==> config.mk <==
export PLATFORM = sky130hd
export DESIGN_NAME = johnson_phase_monitor
export DESIGN_NICKNAME = d
export VERILOG_FILES = /design/src/rtl/johnson_pkg.sv /design/src/rtl/johnson_decode.sv /design/src/rtl/johnson_phase_monitor.sv
export SDC_FILE = /design/constraint.sdc
export NUM_CORES = 1
export LEC_CHECK = 0
export ABC_AREA = 1
export CAP_MARGIN = 20
export CORE_AREA = 5 5 55 77
export CTS_CLUSTER_SIZE = 16
export DETAILED_ROUTE_END_ITERATION = 6
export DIE_AREA = 0 0 60 82
export MAX_ROUTING_LAYER = met4
export PLACE_DENSITY = 0.8
export SLEW_MARGIN = 20
export SYNTH_ARGS = -nofsm -noshare
export SYNTH_HDL_FRONTEND = slang
export SYNTH_HIERARCHICAL = 1
export SYNTH_SLANG_ARGS = --single-unit
==> constraint.sdc <==
create_clock -name clk -period 14.7 [get_ports clk]
set_clock_uncertainty 0.05 [all_clocks]
set_input_delay 2.94 -clock clk [delete_from_list [all_inputs] [get_ports clk]]
set_output_delay 2.94 -clock clk [all_outputs]
set_load 0.01 [all_outputs]
==> src/rtl/johnson_pkg.sv <==
// Shared types and helpers for the Johnson-code phase monitor.
// Holds the lock FSM encoding and the phase-to-code re-encoder.
package johnson_pkg;

  typedef enum logic [1:0] {
    S_IDLE = 2'd0,
    S_ACQ  = 2'd1,
    S_LOCK = 2'd2
  } state_t;

  function automatic int ph_w(input int width);
    return $clog2(2 * width);
  endfunction

  // Phases 0..width fill ones from the LSB; later phases keep ones only in the top bits.
  function automatic logic [31:0] johnson_code(input int phase, input int width);
    logic [31:0] code;
    code = '0;
    for (int i = 0; i < 32; i++) begin
      if (i < width) begin
        if (phase <= width) code[i] = (i < phase);
        else                code[i] = (i >= phase - width);
      end
    end
    return code;
  endfunction

endpackage

==> src/rtl/johnson_decode.sv <==
// Combinational decode of one Johnson code into phase index, legality and one-hot.
// Legality is proven by re-encoding the decoded phase and comparing to the input.
module johnson_decode
  import johnson_pkg::*;
#(
  parameter int WIDTH = 4,
  parameter int PH_W  = ph_w(WIDTH)
) (
  input  logic [WIDTH-1:0]   i_code,
  output logic [PH_W-1:0]    o_phase,
  output logic               o_legal,
  output logic [2*WIDTH-1:0] o_onehot
);

  int w_pop;
  int w_ph;

  always_comb begin
    w_pop = 0;
    for (int i = 0; i < WIDTH; i++) begin
      if (i_code[i]) w_pop++;
    end
    w_ph     = i_code[WIDTH-1] ? (2 * WIDTH - w_pop) : w_pop;
    o_phase  = PH_W'(w_ph);
    o_legal  = (WIDTH'(johnson_code(w_ph, WIDTH)) == i_code);
    o_onehot = '0;
    if (o_legal) o_onehot[o_phase] = 1'b1;
  end

endmodule

==> src/rtl/johnson_phase_monitor.sv <==
// Monitors a Johnson counter stream: decodes phase, checks successor order,
// runs a lock FSM and counts full revolutions. All outputs registered.
module johnson_phase_monitor
  import johnson_pkg::*;
#(
  parameter  int WIDTH       = 4,
  parameter  int LOCK_THRESH = 3,
  parameter  int WRAP_W      = 8,
  localparam int PH_W        = ph_w(WIDTH)
) (
  input  logic               clk,
  input  logic               Reset,
  input  logic [WIDTH-1:0]   Count_in,
  input  logic               Clear,
  output logic [PH_W-1:0]    Phase_out,
  output logic [2*WIDTH-1:0] Phase_onehot,
  output logic               Phase_valid,
  output logic               Locked,
  output logic               Err_illegal,
  output logic               Err_seq,
  output logic               Err_sticky,
  output logic               Wrap_pulse,
  output logic [WRAP_W-1:0]  Wrap_count,
  output state_t             Dbg_state
);

  localparam int              GC_W    = $clog2(LOCK_THRESH + 1);
  localparam logic [PH_W-1:0] LAST_PH = PH_W'(2 * WIDTH - 1);

  state_t             r_state, w_state_nxt;
  logic [GC_W-1:0]    r_good_cnt, w_good_nxt;
  logic [PH_W-1:0]    r_prev_phase, r_phase_out;
  logic [2*WIDTH-1:0] r_onehot;
  logic               r_valid, r_locked, r_err_ill, r_err_seq, r_sticky, r_wrap;
  logic [WRAP_W-1:0]  r_wrap_count;

  logic [PH_W-1:0]    w_phase, w_exp_phase;
  logic [2*WIDTH-1:0] w_onehot;
  logic               w_legal, w_ref, w_succ, w_seq_err, w_wrap;

  johnson_decode #(.WIDTH(WIDTH), .PH_W(PH_W)) u_decode (
    .i_code   (Count_in),
    .o_phase  (w_phase),
    .o_legal  (w_legal),
    .o_onehot (w_onehot)
  );

  // A valid reference phase exists exactly when the FSM has left S_IDLE.
  assign w_ref       = (r_state != S_IDLE);
  assign w_exp_phase = (r_prev_phase == LAST_PH) ? '0 : r_prev_phase + PH_W'(1);
  assign w_succ      = w_ref && w_legal && (w_phase == w_exp_phase);
  assign w_seq_err   = w_ref && w_legal && (w_phase != w_exp_phase);
  assign w_wrap      = (r_state == S_LOCK) && w_succ && (r_prev_phase == LAST_PH);

  always_comb begin
    w_state_nxt = r_state;
    w_good_nxt  = r_good_cnt;
    if (!w_legal) begin
      w_state_nxt = S_IDLE;
      w_good_nxt  = '0;
    end else begin
      case (r_state)
        S_IDLE: begin
          w_state_nxt = S_ACQ;
          w_good_nxt  = '0;
        end
        S_ACQ: begin
          if (w_succ) begin
            w_good_nxt = r_good_cnt + GC_W'(1);
            if (int'(w_good_nxt) >= LOCK_THRESH) w_state_nxt = S_LOCK;
          end else begin
            w_good_nxt = '0;
          end
        end
        S_LOCK: begin
          if (!w_succ) begin
            w_state_nxt = S_ACQ;
            w_good_nxt  = '0;
          end
        end
        default: w_state_nxt = S_IDLE;
      endcase
    end
  end

  always_ff @(posedge clk) begin
    if (!Reset) begin
      r_state      <= S_IDLE;
      r_good_cnt   <= '0;
      r_prev_phase <= '0;
      r_phase_out  <= '0;
      r_onehot     <= '0;
      r_valid      <= 1'b0;
      r_locked     <= 1'b0;
      r_err_ill    <= 1'b0;
      r_err_seq    <= 1'b0;
      r_sticky     <= 1'b0;
      r_wrap       <= 1'b0;
      r_wrap_count <= '0;
    end else begin
      r_state    <= w_state_nxt;
      r_good_cnt <= w_good_nxt;
      r_locked   <= (w_state_nxt == S_LOCK);
      r_valid    <= w_legal;
      r_onehot   <= w_onehot;
      r_err_ill  <= !w_legal;
      r_err_seq  <= w_seq_err;
      r_wrap     <= w_wrap;
      if (w_legal) begin
        r_phase_out  <= w_phase;
        r_prev_phase <= w_phase;
      end
      // A new error outranks a simultaneous Clear.
      if (!w_legal || w_seq_err) r_sticky <= 1'b1;
      else if (Clear)            r_sticky <= 1'b0;
      if (Clear)                                   r_wrap_count <= w_wrap ? WRAP_W'(1) : '0;
      else if (w_wrap && (r_wrap_count != '1))     r_wrap_count <= r_wrap_count + WRAP_W'(1);
    end
  end

  assign Phase_out    = r_phase_out;
  assign Phase_onehot = r_onehot;
  assign Phase_valid  = r_valid;
  assign Locked       = r_locked;
  assign Err_illegal  = r_err_ill;
  assign Err_seq      = r_err_seq;
  assign Err_sticky   = r_sticky;
  assign Wrap_pulse   = r_wrap;
  assign Wrap_count   = r_wrap_count;
  assign Dbg_state    = r_state;

endmodule

==> impl_metrics.py, run 1 <==
metrics = {
    "outcome": {
        "status": "finished clean",
    },
    "clock_network": {
        "post_cts_buffers": 0,
        "cts_sinks": 29,
        "holdBufCountCts": 0,
        "cts_buffer_depth": 2,
        "cts_tree": "built",
        "cts_resized": 0,
        "clock-root-buffer": "clkbuf_8",
        "cts_max_level": 2,
        "worstSkewPairLatency_ps": 290,
        "clkTransAtPathRegs_ps": 70,
        "numCtsBuffers": 5,
    },
    "grt": {
        "grt_pass1_wl_microns": 7010,
        "grt_pass1_vias": 1706,
        "antenna_found_initial": 0,
        "track_usage_pct": 19.28,
        "grt_overflow_total": 0,
        "grt_max_degree": 13,
    },
    "die": {
        "die_h_microns": 82,
        "core_area_sq_mm": 0.003513,
        "top_level_ports": 34,
        "start_util_pct": 53.13,
        "die-area_sq_mm": 0.004920,
        "fp-row-count": 26,
        "die_x_microns": 60,
    },
    "layout": {
        "fin_area_sq_mm": 0.002347,
        "syn_to_final_growth_pct": 25.74,
        "antenna_cells_inserted": 0,
        "final_layout_size_suffix_gt1_share_pct": 15.61,
        "fin_util_pct": 66.81,
        "nNetsFinal": 332,
    },
    "synthesis": {
        "ys_top_cells_by_count": "nand2_1, inv_1, nor2_1, dfxtp_1, nand3_1",
        "synth_area_sq_mm": 0.001867,
        "synth_nets": 293,
        "synth_edf_count": 0,
        "ys_ff_latch": 29,
        "synth_most_common_cell": "nand2_1",
        "syn_avg_cell_area_sq_um": 6.813,
        "synthTopCellsByArea": "dfxtp_1, nand2_1, ha_1",
        "ys.flop_type": "dfxtp_1",
        "yosys.area.top_type_share_pct": 31.10,
        "ys_warn_count": 6,
        "syn_inst": 274,
        "synth_top_area_cell": "dfxtp_1",
        "async_flop_share_pct": 0,
        "yosysUniqueCellTypes": 29,
        "yosysSeqAreaShare_pct": 31.10,
    },
    "detailed_routing": {
        "drt-wirelength-per-cell_microns": 11.82,
        "routed_wl_microns": 4207,
        "dr_total_vias": 1810,
        "dr.pass1.iters": 4,
        "drt_iter0_markers": 76,
        "ant_nets": 0,
        "via_per_inst": 5.084,
        "drc_errors": 0,
    },
    "critical_path": {
        "worstPathMaxFanout": 7,
        "critPathKind": "in2reg",
        "critPathCaptureType": "flip-flop",
        "worstPathArrival_ps": 8090,
        "crit_top_cell": "nand2_1",
        "required_ps": 14860,
        "slowest_delay_ps": 530,
        "cp-start-kind": "input pin",
        "r2r_cells": 9,
        "critPathSlowestCell": "clkdlybuf4s50_1",
    },
    "sta": {
        "tightest_slew_ps": 547.4,
        "setup_ws_ps": 6770,
        "hold_viol": 0,
        "setup_tns_ps": 0,
        "slew_violations": 0,
        "period_minus_slack_ps": 7930,
        "report.final.setup_viol": 0,
        "relSlewSlack_pct": 63.22,
        "period_share_pct": 53.94,
        "fmax_mhz": 126.1,
        "rsz0062_at_grt": "no",
    },
    "placement": {
        "place_congestion": 0.8944,
        "place.detailed.hpwl_microns": 3329,
        "placed_cell_area_sq_mm": 0.002246,
        "pre_cts_ws_ps": 6525,
        "portBuffers": 33,
    },
    "power": {
        "peakVddDrop_uv": 84.75,
        "leakage_nw": 1.152,
        "pwr-share-comb_pct": 28.9,
        "swShare_pct": 33.13,
        "pwr_density_cell_mw_per_mm2": 92.86,
        "power_mw": 0.2180,
        "power_frac_clock_pct": 33.4,
        "power.switching_mw": 0.07220,
        "seqPwrFrac_pct": 37.7,
        "intPower_mw": 0.1458,
    },
    "run": {
        "cap_violations": 0,
    },
    "min_path": {
        "min_path_type": "reg2reg",
        "hold_depth": 2,
    },
}
-- placed cells by master, fill, tap and decap left out, types with 2 or more instances in the layout --
master,Yosys,layout
a21oi_1,7,7
nor2_2,4,4
nand3_1,18,18
o21ai_0,10,10
inv_1,37,37
ha_1,12,12
nand2_2,13,13
inv_2,5,5
or2_2,2,2
nand3_2,9,9
nand2_1,68,68
dfxtp_1,29,29
xor2_1,2,2
nand2_4,3,3
nor2_4,2,2
clkdlybuf4s50_1,0,33
nor2_1,32,32
clkinv_1,3,3
o21ai_1,2,2
nand4_1,5,5
nor3_1,2,2
clkbuf_8,0,7
-- metal layers --
metal / GRT usage (%) / routed length, microns / vias up
li1: - / - / 939
met4: 11.97 / 142 / 0
met5: - / 0 / -
met3: 2.358 / 174 / 13
met1: 17.84 / 1627 / 818
met2: 36.15 / 2262 / 40
-- cell type report --
| cell class | count | area, sq um |
|---|---|---|
| fill | 324 | 1166 |
| multi-input combinational | 199 | 1114 |
| sequential | 29 | 580.6 |
| timing repair buffer | 33 | 330.3 |
| inverter | 45 | 168.9 |
| clock buffer | 7 | 96.34 |
| tap | 42 | 52.55 |
| clock inverter | 1 | 5.005 |
-- state kept, by name, indices dropped and copies added, names as in the netlist --
| signal | cells |
|---|---|
| r_good_cnt | 2 |
| Phase_out | 3 |
| Phase_onehot | 8 |
| Err_sticky | 1 |
| Err_seq | 1 |
| Wrap_count | 8 |
| Dbg_state | 2 |
| Phase_valid | 1 |
| Wrap_pulse | 1 |
| Locked | 1 |
| Err_illegal | 1 |
-- final timing paths --
| path | from | end | slack [ps] |
|---|---|---|---|
| hold / removal | r_good_cnt[1] | r_good_cnt[1] | 420 |
| setup / recovery | Count_in[0] | Wrap_count[4] | 6770 |
| hold reg to reg | r_good_cnt[1] | r_good_cnt[1] | 420 |
| setup reg to reg | Phase_out[0] | Wrap_count[4] | 12610 |
-- power groups by stage --
stage	clock [mW]	sequential, mW	combinational, mW
floorplan	0	0.0848	0.0461
global placement	0	0.0839	0.0620
detailed placement	0	0.0839	0.0627
CTS	0.0741	0.0822	0.0631
global route	0.0770	0.0825	0.0709
finish	0.0728	0.0822	0.0630
-- kinds of logic after synthesis --
group,share of synthesized area (%)
adder cells (fa/ha/maj),8.043
AND/OR/NAND/NOR,42.90
other,0.2009
flip-flops,31.10
AO/OA/AOI/OAI,7.105
XOR/XNOR,1.408
buffers and inverters,9.249
-- per-stage QoR --
step | hold slack [ps] | std cells
final | 424.4 | 356
after CTS | 424.5 | 356
after detailed placement | 416.3 | 348
after global routing | 461.1 | 356
after floorplan | 397.2 | 274
after global placement | 405.0 | 348
-- worst max-delay path, delay by kind of cell --
family                     cells  cell delay, ps
and+or+nand+nor               18            2660
adders and majority gates      4            1090
buffers and inverters          6             920
AOI/OAI and AO/OA              2             480
(Power assumes the default switching activity.)
==> run 2, diff against run 1 <==
--- a/config.mk
+++ b/config.mk
@@ -7,12 +7,12 @@
 export LEC_CHECK = 0
 export ABC_AREA = 1
 export CAP_MARGIN = 20
-export CORE_AREA = 5 5 55 77
+export CORE_AREA = 5 5 60 83
 export CTS_CLUSTER_SIZE = 16
 export DETAILED_ROUTE_END_ITERATION = 6
-export DIE_AREA = 0 0 60 82
+export DIE_AREA = 0 0 65 88
 export MAX_ROUTING_LAYER = met4
-export PLACE_DENSITY = 0.8
+export PLACE_DENSITY = 0.71
 export SLEW_MARGIN = 20
 export SYNTH_ARGS = -nofsm -noshare
 export SYNTH_HDL_FRONTEND = slang
==> constraint.sdc (replaced) <==
create_clock -name clk -period 6.5 [get_ports clk]
set_clock_uncertainty 0.05 [all_clocks]
set_input_delay 1.3 -clock clk [delete_from_list [all_inputs] [get_ports clk]]
set_output_delay 1.3 -clock clk [all_outputs]
set_load 0.01 [all_outputs]
==> run 2 against run 1 <==
Largest power group unchanged; flip-flop and latch count unchanged; non-clock buffer count is 1 higher; register-to-register slack got worse by 8200 ps.
==> impl_metrics.py, run 2 (synthesized netlist as in run 1, its figures left out) <==
metrics = {
    "run": {
        "cap_violations": 0,
    },
    "critical_path": {
        "crit_top_cell": "nand2_1",
        "critPathSlowestCell": "clkdlybuf4s50_1",
        "cp-start-kind": "input pin",
        "critPathCaptureType": "flip-flop",
        "worstPathArrival_ps": 5990,
        "slowest_delay_ps": 510,
        "crit_family": "simple AND/OR/NAND/NOR gates",
        "r2r_end": "Wrap_count[0]",
        "r2r_cells": 11,
        "path_buf_inv": 6,
        "required_ps": 6650,
        "worstPathMaxFanout": 7,
        "reg2reg_from": "Phase_out[0]",
        "reg2reg_slack_ps": 4420,
        "critPathKind": "in2reg",
        "crit_path_start": "Count_in[0]",
    },
    "clock_network": {
        "cts_buffer_depth": 2,
        "numCtsBuffers": 5,
        "cts_max_level": 2,
        "holdBufCountCts": 0,
        "clock-root-buffer": "clkbuf_8",
        "cts_sinks": 29,
        "cts_resized": 0,
        "worstSkewPairLatency_ps": 280,
        "clkTransAtPathRegs_ps": 50,
        "post_cts_buffers": 0,
        "cts_tree": "built",
    },
    "detailed_routing": {
        "via_per_inst": 4.967,
        "ant_nets": 0,
        "dr.pass1.iters": 5,
        "drc_errors": 0,
        "dr_total_vias": 1783,
        "drt_iter0_markers": 78,
        "routed_wl_microns": 3962,
        "drt-wirelength-per-cell_microns": 11.04,
    },
    "layout": {
        "syn_to_final_growth_pct": 25.54,
        "final_layout_size_suffix_gt1_share_pct": 15.29,
        "final_cell_mix": "nand2_1, inv_1, clkdlybuf4s50_1, nor2_1, dfxtp_1",
        "fillers": 410,
        "nNetsFinal": 333,
        "antenna_cells_inserted": 0,
        "final_common_cell": "nand2_1",
    },
    "die": {
        "fp-row-count": 28,
        "die_h_microns": 88,
        "top_level_ports": 34,
        "die_x_microns": 65,
        "die-area_sq_mm": 0.005720,
        "start_util_pct": 44.78,
        "core_area_sq_mm": 0.004169,
    },
    "sta": {
        "setup_ws_ps": 662.4,
        "holdWs_ps": 432.0,
        "report.final.setup_viol": 0,
        "period_minus_slack_ps": 5838,
        "hold_viol": 0,
        "slew_violations": 0,
        "setup_tns_ps": 0,
        "fmax_mhz": 171.3,
        "rsz0062_at_grt": "no",
        "period_share_pct": 89.81,
    },
    "min_path": {
        "hold_depth": 2,
        "whs_endpoint": "r_good_cnt[1]",
        "min_path_type": "reg2reg",
        "hp-start": "r_good_cnt[1]",
    },
    "placement": {
        "portBuffers": 33,
        "pre_cts_ws_ps": 349.1,
        "place.detailed.hpwl_microns": 3336,
        "place_congestion": 0.8676,
    },
    "power": {
        "pwr_density_cell_mw_per_mm2": 201.5,
        "leakage_nw": 1.147,
        "peakVddDrop_uv": 79.64,
    },
    "grt": {
        "grt_pass1_vias": 1720,
        "grt_pass1_wl_microns": 6879,
        "grt_max_degree": 13,
        "track_usage_pct": 15.66,
        "antenna_found_initial": 0,
        "grt_overflow_total": 0,
    },
    "outcome": {
        "status": "finished clean",
    },
}
[run 2: worst max-delay path by stage]
stage,cells after the start,endpoint,slack [ps]
2_1_floorplan,29,Wrap_count[0],1160
3_3_place_gp,30,Wrap_count[0],410
3_5_place_dp,30,Wrap_count[0],350
4_1_cts,30,Wrap_count[0],620
5_1_grt,34,Wrap_count[0],100
6_report,30,Wrap_count[0],660
[run 2: power breakdown]
group | internal [mW] | total, mW | switching (mW)
logic | 0.0525 | 0.143 | 0.0901
registers | 0.183 | 0.186 | 0.00333
clock network | 0.0836 | 0.144 | 0.0599
total | 0.319 | 0.472 | 0.153
[run 2: area by class of cell]
type	instances	area, sq um	area share, %
clock buffer	7	86.33	3.684
inverter	45	168.9	7.208
multi-input combinational	199	1114	47.52
sequential	29	580.6	24.77
tap	45	56.30	2.403
timing repair buffer	34	337.8	14.42
[run 2: per-layer routing]
metal | up-vias | GRT usage, % | share of wire, %
li1 | 942 | - | -
met1 | 795 | 14.07 | 39
met2 | 34 | 30.82 | 55
met3 | 12 | 1.797 | 3.2
met4 | 0 | 9.038 | 2.8
met5 | - | - | 0
[run 2: worst reg2reg max path, cell delays in order, from the launching register on]
cell and delay [ps]:
dfxtp_1 350, ha_1 210, ha_1 260, inv_1 110
nand2_1 50, nand2_1 60, nand2_2 90, nor3_4 270
nand4_2 230, nand2_2 140, nand2_1 60, a21oi_1 110
[run 2: metrics by stage]
step / instances / power [mW] / util, % / cell area (sq um)
5_1_grt: 359 / 0.5015 / 56.21 / 2344
4_1_cts: 359 / 0.4764 / 56.21 / 2344
6_report: 359 / 0.4723 / 56.21 / 2344
3_5_place_dp: 352 / 0.3331 / 54.14 / 2257
3_3_place_gp: 352 / 0.3308 / 54.14 / 2257
2_1_floorplan: 274 / 0.2960 / - / 1867
==> run 3, diff against run 2 <==
--- a/config.mk
+++ b/config.mk
@@ -7,10 +7,11 @@
 export LEC_CHECK = 0
 export ABC_AREA = 1
 export CAP_MARGIN = 20
-export CORE_AREA = 5 5 60 83
+export CORE_AREA = 5 5 55 76
 export CTS_CLUSTER_SIZE = 16
 export DETAILED_ROUTE_END_ITERATION = 6
-export DIE_AREA = 0 0 65 88
+export DIE_AREA = 0 0 60 81
+export DONT_BUFFER_PORTS = 1
 export MAX_ROUTING_LAYER = met4
 export PLACE_DENSITY = 0.71
 export SLEW_MARGIN = 20
==> run 3 against run 2 <==
Sequential power hardly changed; highest routed layer unchanged; cell area fell by 15%; non-clock buffer count fell by 33; via count fell by 7.7%; power down 4.0%; largest cell class unchanged; largest power group unchanged; first-iteration DRC count decreased by 17%; combinational power down 13%; critical path type unchanged.
==> impl_metrics.py, run 3 (synthesized netlist as in run 1, its figures left out) <==
metrics = {
    "sta": {
        "slew_violations": 0,
        "period_share_pct": 80.77,
        "holdWs_ps": 431.8,
        "hold_viol": 0,
        "period_minus_slack_ps": 5250,
        "fmax_mhz": 190.5,
        "setup_tns_ps": 0,
        "setup_ws_ps": 1250,
        "rsz0062_at_grt": "no",
        "report.final.setup_viol": 0,
    },
    "layout": {
        "regArea_sq_um": 580.6,
        "antenna_cells_inserted": 0,
        "finalNonFillerCells": 322,
        "nNetsFinal": 300,
        "final_cell_mix": "nand2_1, inv_1, nor2_1, dfxtp_1, nand3_1",
        "final_layout_size_suffix_gt1_share_pct": 17.38,
        "fin_util_pct": 59.30,
        "multi_input_area_sq_mm": 0.001114,
        "fillers": 325,
        "syn_to_final_growth_pct": 7.306,
        "final_common_cell": "nand2_1",
    },
    "run": {
        "cap_violations": 0,
    },
    "critical_path": {
        "worstPathArrival_ps": 5410,
        "crit_top_cell": "nand2_1",
        "worstPathMaxFanout": 7,
        "reg2reg_slack_ps": 4370,
        "r2r_end": "Wrap_count[2]",
        "required_ps": 6660,
        "critPathKind": "in2reg",
        "cp-start-kind": "input pin",
        "r2r_cells": 11,
        "reg2reg_from": "Phase_out[0]",
        "critPathSlowestCell": "or2_2",
        "critPathCaptureType": "flip-flop",
        "slowest_delay_ps": 360,
    },
    "detailed_routing": {
        "drc_errors": 0,
        "via_per_inst": 5.112,
        "drt-wirelength-per-cell_microns": 12.08,
        "drt_iter0_markers": 65,
        "ant_nets": 0,
        "dr_total_vias": 1646,
        "dr.pass1.iters": 4,
        "routed_wl_microns": 3891,
    },
    "clock_network": {
        "cts_sinks": 29,
        "numCtsBuffers": 5,
        "cts_buffer_depth": 2,
        "clock-root-buffer": "clkbuf_8",
        "post_cts_buffers": 0,
        "cts_resized": 0,
        "holdBufCountCts": 0,
        "cts_tree": "built",
        "cts_max_level": 2,
        "clkTransAtPathRegs_ps": 60,
        "worstSkewPairLatency_ps": 280,
    },
    "placement": {
        "place.detailed.hpwl_microns": 3212,
        "portBuffers": 0,
        "place_congestion": 0.8950,
        "dp_cells": 314,
        "pre_cts_ws_ps": 959.9,
    },
    "die": {
        "die_x_microns": 60,
        "top_level_ports": 34,
        "fp-row-count": 25,
        "die-area_sq_mm": 0.004860,
        "core_area_sq_mm": 0.003378,
        "die_h_microns": 81,
        "start_util_pct": 55.26,
    },
    "grt": {
        "grt_max_degree": 13,
        "track_usage_pct": 18.51,
        "grt_pass1_wl_microns": 6630,
        "antenna_found_initial": 0,
        "grt_overflow_total": 0,
        "grt_pass1_vias": 1534,
    },
    "min_path": {
        "hold_depth": 2,
        "min_path_type": "reg2reg",
        "hp-start": "r_good_cnt[1]",
        "whs_endpoint": "r_good_cnt[1]",
    },
    "power": {
        "leakage_nw": 1.032,
        "pwr_density_cell_mw_per_mm2": 226.3,
        "peakVddDrop_uv": 147.3,
    },
    "outcome": {
        "status": "finished clean",
    },
}
==> run 3: cell count changes in the layout (fill, tap and decap cells not counted) <==
| cell | before | now |
|---|---|---|
| clkdlybuf4s50_1 | 33 | 0 |
| clkbuf_8 | 6 | 5 |
| clkinv_2 | 0 | 2 |
==> run 3: where the power goes <==
| part | total, mW | switching (mW) | internal, mW |
|---|---|---|---|
| Clock | 0.140 | 0.0663 | 0.0739 |
| Sequential | 0.189 | 0.00639 | 0.183 |
| Combinational | 0.124 | 0.0821 | 0.0420 |
==> run 3: through the flow <==
stage | cell area, sq um | power (mW)
floorplan | 1867 | 0.2960
global placement | 1921 | 0.3151
detailed placement | 1921 | 0.3177
CTS | 2003 | 0.4559
global route | 2003 | 0.4839
finish | 2003 | 0.4534
==> run 3: final cells by class <==
cell class	instances	area share, %
multi-input combinational	199	55.59
sequential	29	28.98
tap	40	2.498
clock buffer	6	3.623
timing repair buffer	1	0.3748
inverter	45	8.432
clock inverter	2	0.4997
==> run 3: layer usage <==
layer / track usage (%) / share of wire [%]
met4: 10.20 / 2.4
met2: 33.23 / 55
met1: 17.92 / 38
met5: - / 0
met3: 3.816 / 4.4
==> run 3: worst max-delay path by stage <==
| stage | startpoint | endpoint | slack, ps | cells after the start |
|---|---|---|---|---|
| 6_report | Count_in[0] | Wrap_count[0] | 1250 | 30 |
| 5_1_grt | Count_in[0] | Wrap_count[3] | 670 | 32 |
| 4_1_cts | Count_in[0] | Wrap_count[0] | 1250 | 30 |
| 3_5_place_dp | Count_in[0] | Wrap_count[0] | 960 | 30 |
| 3_3_place_gp | Count_in[0] | Wrap_count[3] | 1050 | 31 |
| 2_1_floorplan | Count_in[0] | Wrap_count[0] | 1160 | 29 |
==> run 3: critical path: cells and delay by family <==
family	cells	cell delay (ps)
AND/OR/NAND/NOR	18	2250
buffers and inverters	6	490
AO/OA/AOI/OAI	2	280
adder cells (fa/ha/maj)	4	1080
